### config.mk
export PLATFORM = sky130hd
export DESIGN_NAME = tx_packet_parser
export DESIGN_NICKNAME = d
export VERILOG_FILES = /design/src/rtl/tx_packet_parser.sv
export SDC_FILE = /design/constraint.sdc
export NUM_CORES = 1
export LEC_CHECK = 0
export CAP_MARGIN = 20
export CORE_ASPECT_RATIO = 0.6
export CORE_MARGIN = 3
export CORE_UTILIZATION = 54
export CTS_BUF_LIST = sky130_fd_sc_hd__clkbuf_8
export DETAILED_ROUTE_END_ITERATION = 10
export PLACE_DENSITY = 0.83
export SLEW_MARGIN = 20
export SYNTH_ARGS = -nofsm -noshare
export SYNTH_HDL_FRONTEND = slang
export SYNTH_SLANG_ARGS = --single-unit
### constraint.sdc
create_clock -name txclk -period 4.87 [get_ports txclk]
set_clock_uncertainty 0.05 [all_clocks]
set_input_delay 1.461 -clock txclk [delete_from_list [all_inputs] [get_ports txclk]]
set_output_delay 1.461 -clock txclk [all_outputs]
set_load 0.005 [all_outputs]
### src/rtl/tx_packet_parser.sv
// tx_packet_parser: parses 256-word USB TX packets and steers payload into per-channel TX FIFOs.
// Define TX_CTRL_CHAN_EN to route channel 5'h1f to the ctrl_* ports instead of discarding it.
module tx_packet_parser #(
  parameter int NUM_CHAN   = 2,
  parameter int MAXPAYLOAD = 504
) (
  input  logic                txclk,
  input  logic                reset_n,
  input  logic                usb_pkt_rdy,
  input  logic [15:0]         usb_data,
  output logic                usb_rdreq,
  input  logic [NUM_CHAN-1:0] chan_full,
  output logic [4:0]          chan_select,
  output logic                chan_wrreq,
  output logic [15:0]         chan_wrdata,
  output logic                chan_sob,
  output logic                chan_eob,
  output logic [31:0]         pkt_timestamp,
  output logic                pkt_ts_valid,
  output logic [15:0]         dropped_count,
  output logic [7:0]          debugbus
`ifdef TX_CTRL_CHAN_EN
  ,
  output logic                ctrl_wrreq,
  output logic [15:0]         ctrl_wrdata,
  input  logic                ctrl_full
`endif
);
  typedef enum logic [2:0] {IDLE, HDR1, HDR2, TS_LO, TS_HI, PAYLOAD, DISCARD} state_t;
  state_t      state;
  logic [8:0]  payload_len;
  logic [8:0]  payload_words;
  logic [7:0]  word_cnt;
  logic        sob_flag;
  logic        eob_flag;
  logic [15:0] ts_lo;
  logic [31:0] full_vec;
  logic        sel_full;
  logic        is_ctrl;
  logic        in_data;
  logic        pkt_ok;
  logic        write;
  assign payload_words = 9'((10'(payload_len) + 10'd1) >> 1);
  assign full_vec      = 32'(chan_full);
`ifdef TX_CTRL_CHAN_EN
  assign is_ctrl  = chan_select == 5'h1f;
  assign sel_full = is_ctrl ? ctrl_full : full_vec[chan_select];
`else
  assign is_ctrl  = 1'b0;
  assign sel_full = full_vec[chan_select];
`endif
  assign in_data   = {1'b0, word_cnt} < payload_words;
  assign pkt_ok    = (int'(chan_select) < NUM_CHAN || is_ctrl) && int'(payload_len) <= MAXPAYLOAD;
  // once the payload is written, the pad words drain regardless of backpressure
  assign usb_rdreq = (state == IDLE) ? 1'b0 : (state == PAYLOAD && in_data) ? !sel_full : 1'b1;
  assign write     = state == PAYLOAD && in_data && !sel_full;
  assign debugbus  = {usb_pkt_rdy, usb_rdreq, chan_wrreq, |chan_full, 1'b0, state};
  always_ff @(posedge txclk or negedge reset_n) begin
    if (!reset_n) begin
      state         <= IDLE;
      payload_len   <= '0;
      word_cnt      <= '0;
      sob_flag      <= 1'b0;
      eob_flag      <= 1'b0;
      ts_lo         <= '0;
      chan_select   <= '0;
      chan_wrreq    <= 1'b0;
      chan_wrdata   <= '0;
      chan_sob      <= 1'b0;
      chan_eob      <= 1'b0;
      pkt_timestamp <= '0;
      pkt_ts_valid  <= 1'b0;
      dropped_count <= '0;
`ifdef TX_CTRL_CHAN_EN
      ctrl_wrreq    <= 1'b0;
      ctrl_wrdata   <= '0;
`endif
    end else begin
      pkt_ts_valid <= 1'b0;
      chan_wrreq   <= write && !is_ctrl;
      chan_sob     <= write && !is_ctrl && sob_flag && word_cnt == 8'd0;
      chan_eob     <= write && !is_ctrl && eob_flag && {1'b0, word_cnt} == payload_words - 9'd1;
      if (write && !is_ctrl) chan_wrdata <= usb_data;
`ifdef TX_CTRL_CHAN_EN
      ctrl_wrreq <= write && is_ctrl;
      if (write && is_ctrl) ctrl_wrdata <= usb_data;
`endif
      case (state)
        IDLE: if (usb_pkt_rdy) state <= HDR1;
        HDR1: begin
          payload_len <= usb_data[8:0];
          word_cnt    <= '0;
          state       <= HDR2;
        end
        HDR2: begin
          chan_select <= usb_data[4:0];
          sob_flag    <= usb_data[12];
          eob_flag    <= usb_data[11];
          state       <= TS_LO;
        end
        TS_LO: begin
          ts_lo <= usb_data;
          state <= TS_HI;
        end
        TS_HI: begin
          pkt_timestamp <= {usb_data, ts_lo};
          pkt_ts_valid  <= 1'b1;
          state         <= pkt_ok ? PAYLOAD : DISCARD;
          if (!pkt_ok && dropped_count != 16'hFFFF) dropped_count <= dropped_count + 16'd1;
        end
        PAYLOAD, DISCARD: if (usb_rdreq) begin
          word_cnt <= word_cnt + 8'd1;
          if (word_cnt == 8'd251) state <= IDLE;
        end
        default: state <= IDLE;
      endcase
    end
  end
endmodule

Yosys cells after proc, flatten, opt, wreduce, memory -nomap -nowiden
Cells that the tools add are included.
{"block": "totals", "mem_count": 0, "latchBits": 0, "mem_bits_rw": 0, "romBits": 0, "out_inout_bits": 82, "inputBits": 21, "register_bits": 111, "word_cells": 64}
{"block": "op_classes", "multipliers": 0, "div": 0, "magnitude_cmp": 4, "shifts": 0, "add_sub_neg": 4, "bitwise_logic": 0, "n_reduce_logical": 18, "eq_ne": 12, "muxes": 12}
{"operator": "3-bit one-hot mux with 6 select lines", "count": 1}
{"operator": "16-bit by 1-bit adder with 16-bit output, second input constant", "count": 1}
{"operator": "16-bit inequality test, second input constant", "count": 1}
{"operator": "8-bit one-hot mux with 2 select lines", "count": 1}
{"operator": "9-bit by 1-bit adder with 10-bit output, second input constant", "count": 1}
{"operator": "3-bit equality test, second input constant", "count": 3}
{"operator": "8-bit by 9-bit equality test with 1-bit output", "count": 1}
{"operator": "9-bit less-or-equal comparator, second input constant", "count": 1}
{"operator": "8-bit by 9-bit less-than comparator with 1-bit output", "count": 1}
{"operator": "3-bit two-way mux", "count": 3}
{"operator": "9-bit by 1-bit subtractor with 9-bit output, second input constant", "count": 1}
{"operator": "8-bit by 1-bit adder with 8-bit output, second input constant", "count": 1}
{"operator": "8-bit equality test, second input constant", "count": 1}
{"operator": "1-bit logical AND", "count": 8}
{"operator": "8-bit zero test", "count": 1}
{"operator": "8-bit two-way mux", "count": 1}
{"operator": "3-bit by 2-bit equality test with 1-bit output, second input constant", "count": 2}
{"operator": "5-bit by 6-bit less-than comparator with 1-bit output, second input constant", "count": 1}
{"operator": "2-bit inequality test, second input constant", "count": 3}
{"operator": "1-bit binary-select mux with 5-bit select", "count": 1}
{"operator": "5-bit by 2-bit less-than comparator with 1-bit output, second input constant", "count": 1}
{"operator": "1-bit two-way mux", "count": 4}
{"operator": "2-bit AND reduction", "count": 2}
{"operator": "2-bit OR reduction", "count": 2}
{"operator": "other kinds (6)", "count": 7}

Longest topological paths before layout
{"block": "depth", "word_depth": 7, "mapped_depth": 13, "depth_no_buf": 12}

Worst setup path before layout
OpenSTA, ideal clock, no wires.
{"block": "synth_path", "path_type": "register to output", "start": "reg payload_len[0]", "end": "out debugbus[6]", "n_path_buf": 2, "stages_incl_launch_ff": 14, "required_ns": 3.359, "arrival_ns": 2.897, "slack_ns": 0.462, "cell_sequence": "dfrtp_1 -> ha_1 -> and3_1 -> xnor2_1 -> ha_1 -> and2_1 -> o21a_1 -> a221oi_1 -> a21oi_1 -> o211ai_2 -> and2_4 -> buf_6 -> nor2_1 -> buf_4"}
{"block": "synth_between", "elab_chain_cells": 5}
{"item": "start: declaration", "line": "31", "source": "logic [8:0] payload_len;"}
{"item": "start signal: assignment", "line": "91", "source": "payload_len <= usb_data[8:0];"}
{"item": "9-bit by 1-bit adder with 10-bit output", "line": "43", "source": "assign payload_words = 9'((10'(payload_len) + 10'd1) >> 1);"}
{"item": "8-bit by 9-bit less-than comparator with 1-bit output", "line": "52", "source": "assign in_data = {1'b0, word_cnt} < payload_words;"}
{"item": "1-bit logical AND", "line": "55", "source": "assign usb_rdreq = (state == IDLE) ? 1'b0 : (state == PAYLOAD && in_data) ? !sel_full : 1'b1;"}
{"item": "1-bit two-way mux (2 in a row)", "line": "55"}
{"item": "end: declaration", "line": "21", "source": "output logic [7:0] debugbus"}
Every way passes these cells.

Final worst setup path
Ends and elaborated chain as after synthesis.

==> flow_results.org <==
** Logic synthesis
- Number of synthesized flops with an enable pin :: 0
- The number of nets handed over by synthesis was between 400 and 500.
- The synthesized netlist occupies a cell area of 5430 um^2.
- The most used flip-flop cell after synthesis is dfrtp_1.
- Sequential elements use 51.1% of the synthesized area.
- In the synthesized netlist the async set-or-reset flop fraction comes to 100%.
- Synthesis produced 466 cells.
- The Yosys step of the flow raised 0 warnings.
- The synthesized netlist contains 64 unique library cells.
- The average instance in the mapped netlist occupies 11.7 um^2.
- Synthesis inferred about 110 register bits.

** Worst hold path
- In this run the most critical hold path is launched from dropped_count[6]$_DFFE_PN0P_.
- Worst Hold Path Cells :: 1
- For hold timing, the worst endpoint is dropped_count[6]$_DFFE_PN0P_.
- The min-delay analysis places its worst path in the category flop to flop.

** Setup path
- CP Cell Sequence :: ha_2, and3_4, xnor2_2, ha_1, and2_1, o21a_1, a221oi_2, buf_4, a21oi_2, o211ai_2, and2_4, nor2_2, dlymetal6s2s_1
- Sort of element at the start of the critical path :: flop
- Start of the worst register-to-register path :: payload_len[0]$_DFFE_PN0P_
- In this run the critical register-to-register path is captured at chan_wrdata[4]$_DFFE_PN0P_.
- For the worst setup path, the data arrival time is 3.00 ns.
- Worst-path fanout max :: 4
- Cell count of the worst reg-to-reg path :: 13
- The largest individual stage delay along the critical path comes from the cell dfrtp_2.
- The worst register-to-register path has a setup slack of 1.30 ns.
- Worst setup path class :: flop to output pin
- Critical Path Max Stage Delay :: 0.43 ns
- At the worst endpoint, the required time is 3.36 ns.
- Critical path endpoint category :: output pin

** Placed design
- Detailed placement finished with a half-perimeter wire length of between 9 and 10 mm.
- Count of buffers from port buffering :: 101
- Global placer's final weighted congestion :: 0.917

** Power and ir drop
- Combinational logic is responsible for 49.2% of the overall power.
- Post-layout total power :: ~4.4 mW
- Switching share of total power :: 36.2%
- The analysis attributes to net switching a power of about 1.6 mW.
- Worst-case vdd ir drop :: between 0.3 and 0.4 mV
- The internal portion of the total power is 2.81 mW.
- In this run, the clock network consumes 12.8% of the power.
- Sequential group share of total power :: 38.0%
- The analysis attributes to cell leakage a power of 2.81 nW.
- Power density relative to cell area :: 647 nW/um^2

** STA
- Headroom to the max-slew limit came out at 35.0%.
- Max-slew violations :: 0
- At the pin with the least slew margin, the transition time is ~1 ns.
- Period utilisation layout :: ~93%
- Setup violations remaining at the end of the flow were counted as 0.
- Adding up every negative setup slack in the final design gives 0 ns.
- Derived from the worst setup path, the maximum achievable clock frequency is 222 MHz.
- The count of endpoints failing hold in the final timing report is 0.
- Setup repair after global routing left no endpoint under its margin.
- Period minus WS final :: 4.51 ns

** Cells and area
- Leading cell type in the layout, fill and taps excluded :: dfrtp_1
- 0 antenna diodes ended up in the layout.
- In the final layout, the multi-input gates occupy 2490 um^2.
- Across the whole layout, storage elements account for between 2000 and 3000 um^2.
- Final core area utilization :: 71.9%
- Area Growth Syn to Fin :: 25.2%
- Post-layout nets :: 593
- Fill cell instance count of the final layout :: 651
- Leaving out fill and tap cells, the most frequent cells in the layout are 109 x dfrtp_1, 98 x clkdlybuf4s50_1, 80 x mux2_2, 26 x nand2_1.
- Share of cells above drive strength 1 :: between 20% and 30%

** Clock network
- Counting the buffers created by CTS gives 9.
- Clock edge transition at the registers on the reported setup and hold paths :: 0.10 ns
- CTS H-Tree Depth :: 3
- Clock tree from TritonCTS :: yes
- The root buffer cell chosen for the clock tree is clkbuf_8.
- Clock tree synthesis found a total of 111 sinks.
- Clock insertion delay at the later pin of the skew report :: 0.37 ns
- The longest clock path from root to sink contains 2 buffers.

** Job
- Across the run, the number of max-cap violations was 0.

** Floorplan
- The core region is 9460 um^2.
- The floorplan has 27 rows.
- Boundary pin count :: 103
- The die is 83.7 um tall.
- The floorplan step defined a die boundary enclosing between 10000 and 15000 um^2.
- Die width :: approximately 140 um
- Initial Util :: a little under three fifths

** Drt
- DRT iter0 DRCs :: 304
- Vias per cell :: 5.75
- Total DRC errors in the routed layout :: 0
- Wires add up to 12.9 mm.
- DR WL/cell :: approximately 19 um
- Number of iterations in the first detailed-routing pass :: 5
- The detail route stage leaves a number of antenna-violating nets equal to 0.
- The detailed router placed 4009 vias in this run.

** Global route
- Number of antenna violations at the first check in global routing :: 0
- First-pass GRT wire length :: 21.6 mm
- Global-route usage over all layers :: 24.0%
- Pin count of the biggest net entering global routing :: 68
- Gr ovfl total :: 0
- The number of global-route vias before repair came to about 4100.

** Outcome
- The flow ran to the end, and the final reports show no timing, DRC or antenna violations.
cell families after synthesis:
family,share of synthesized area [%]
adders and majority gates,2.30
buffers and inverters,3.73
DFF,51.1
muxes,16.8
xor gates and xnor gates,5.46
and+or+nand+nor,12.5
AOI/OAI and AO/OA,8.04
other,0.0690
synthesized netlist by cell type, types with 2 or more instances:
master	n	share of area (%)
a21boi_2	2	0.41
a21o_1	2	0.28
a21oi_1	7	0.64
a221oi_1	2	0.32
a22o_1	3	0.48
a22oi_1	3	0.41
a31oi_1	4	0.46
and2_1	4	0.46
and3_1	5	0.58
and4_1	2	0.32
buf_1	2	0.14
buf_2	2	0.18
buf_4	4	0.55
buf_6	3	0.62
clkbuf_1	17	1.2
dfrtp_1	111	51
ha_1	10	2.3
inv_1	14	0.97
mux2_2	80	17
nand2_1	26	1.8
nand2b_1	2	0.23
nand3_1	20	1.8
nand3b_1	2	0.28
nand4_1	10	1.2
nor2_1	21	1.5
nor2b_1	3	0.35
nor3_1	9	0.83
nor4_1	5	0.58
nor4b_1	3	0.48
o211ai_1	2	0.28
o21ai_0	15	1.4
o221ai_1	2	0.32
or2_2	2	0.23
or3_1	4	0.46
or4_1	4	0.55
xnor2_1	21	3.4
xor2_1	11	1.8
flip-flops by register name, summed over array words and instances, names as in the netlist, 3 cells and up:
signal / flops
chan_select: 5
word_cnt: 8
dropped_count: 16
payload_len: 9
state: 3
pkt_timestamp: 32
chan_wrdata: 16
ts_lo: 16
metal layers:
layer	track usage, %	wire length [um]	vias up	share of wire [%]
met5	0	0	-	0
met1	33.9	5930	1968	46
met2	35.9	5640	170	44
li1	-	-	1860	-
met4	4.57	114	0	0.88
met3	8.92	1250	11	9.6
metrics by stage:
| step | setup WS (ns) | cell area, um^2 | std cells | hold slack, ns |
|---|---|---|---|---|
| after floorplan | 0.462 | 5430 | 466 | 0.422 |
| after global routing | 0.218 | 6800 | 697 | 0.473 |
| final | 0.359 | 6800 | 697 | 0.453 |
| after CTS | 0.0204 | 6770 | 696 | 0.457 |
| after global placement | 0.0898 | 6530 | 677 | 0.431 |
| after detailed placement | 0.0707 | 6530 | 677 | 0.437 |
cell type report:
cell class,instances,share of cell area (%)
Sequential cell,111,40.9
Multi-Input combinational cell,312,36.6
Timing Repair Buffer,114,16.3
Tap cell,130,2.39
Clock buffer,10,2.02
Clock inverter,6,0.975
Inverter,14,0.773
timing repair:
item | 4_1_cts | 5_1_grt
setup endpoints to repair | 2 | 2
setup buffers | 3 | 1
resized for setup | 6 | 5
pin swaps | 1 | 4
hold endpoints to repair | 0 | 0
hold buffers | 0 | 0
power by group through the flow:
stage,combinational (mW),clock [mW],sequential [mW]
floorplan,1.29,0,1.56
global placement,2.02,0,1.66
global route,2.35,0.619,1.73
CTS,2.14,0.576,1.67
detailed placement,2.08,0,1.69
finish,2.17,0.564,1.67
worst max path at each step:
stage / from / to / slack, ns / cells after the start
CTS: payload_len[0]$_DFFE_PN0P_ / debugbus[6] / 0.02 / 12
floorplan: payload_len[0]$_DFFE_PN0P_ / debugbus[6] / 0.46 / 13
global route: payload_len[0]$_DFFE_PN0P_ / debugbus[6] / 0.22 / 13
detailed placement: chan_full[1] / debugbus[6] / 0.07 / 8
global placement: chan_full[1] / debugbus[6] / 0.09 / 8
finish: payload_len[0]$_DFFE_PN0P_ / debugbus[6] / 0.36 / 13
worst max-delay path: cells and delay by family (launching register included):
family	cells	cell delay, ns
xor gates and xnor gates	1	0.14
buffers and inverters	2	0.32
AOI/OAI and AO/OA	4	0.61
and+or+nand+nor	4	0.63
adders and majority gates	2	0.51
DFF	1	0.43
No activity file was read; power rests on OpenSTA's default activity.
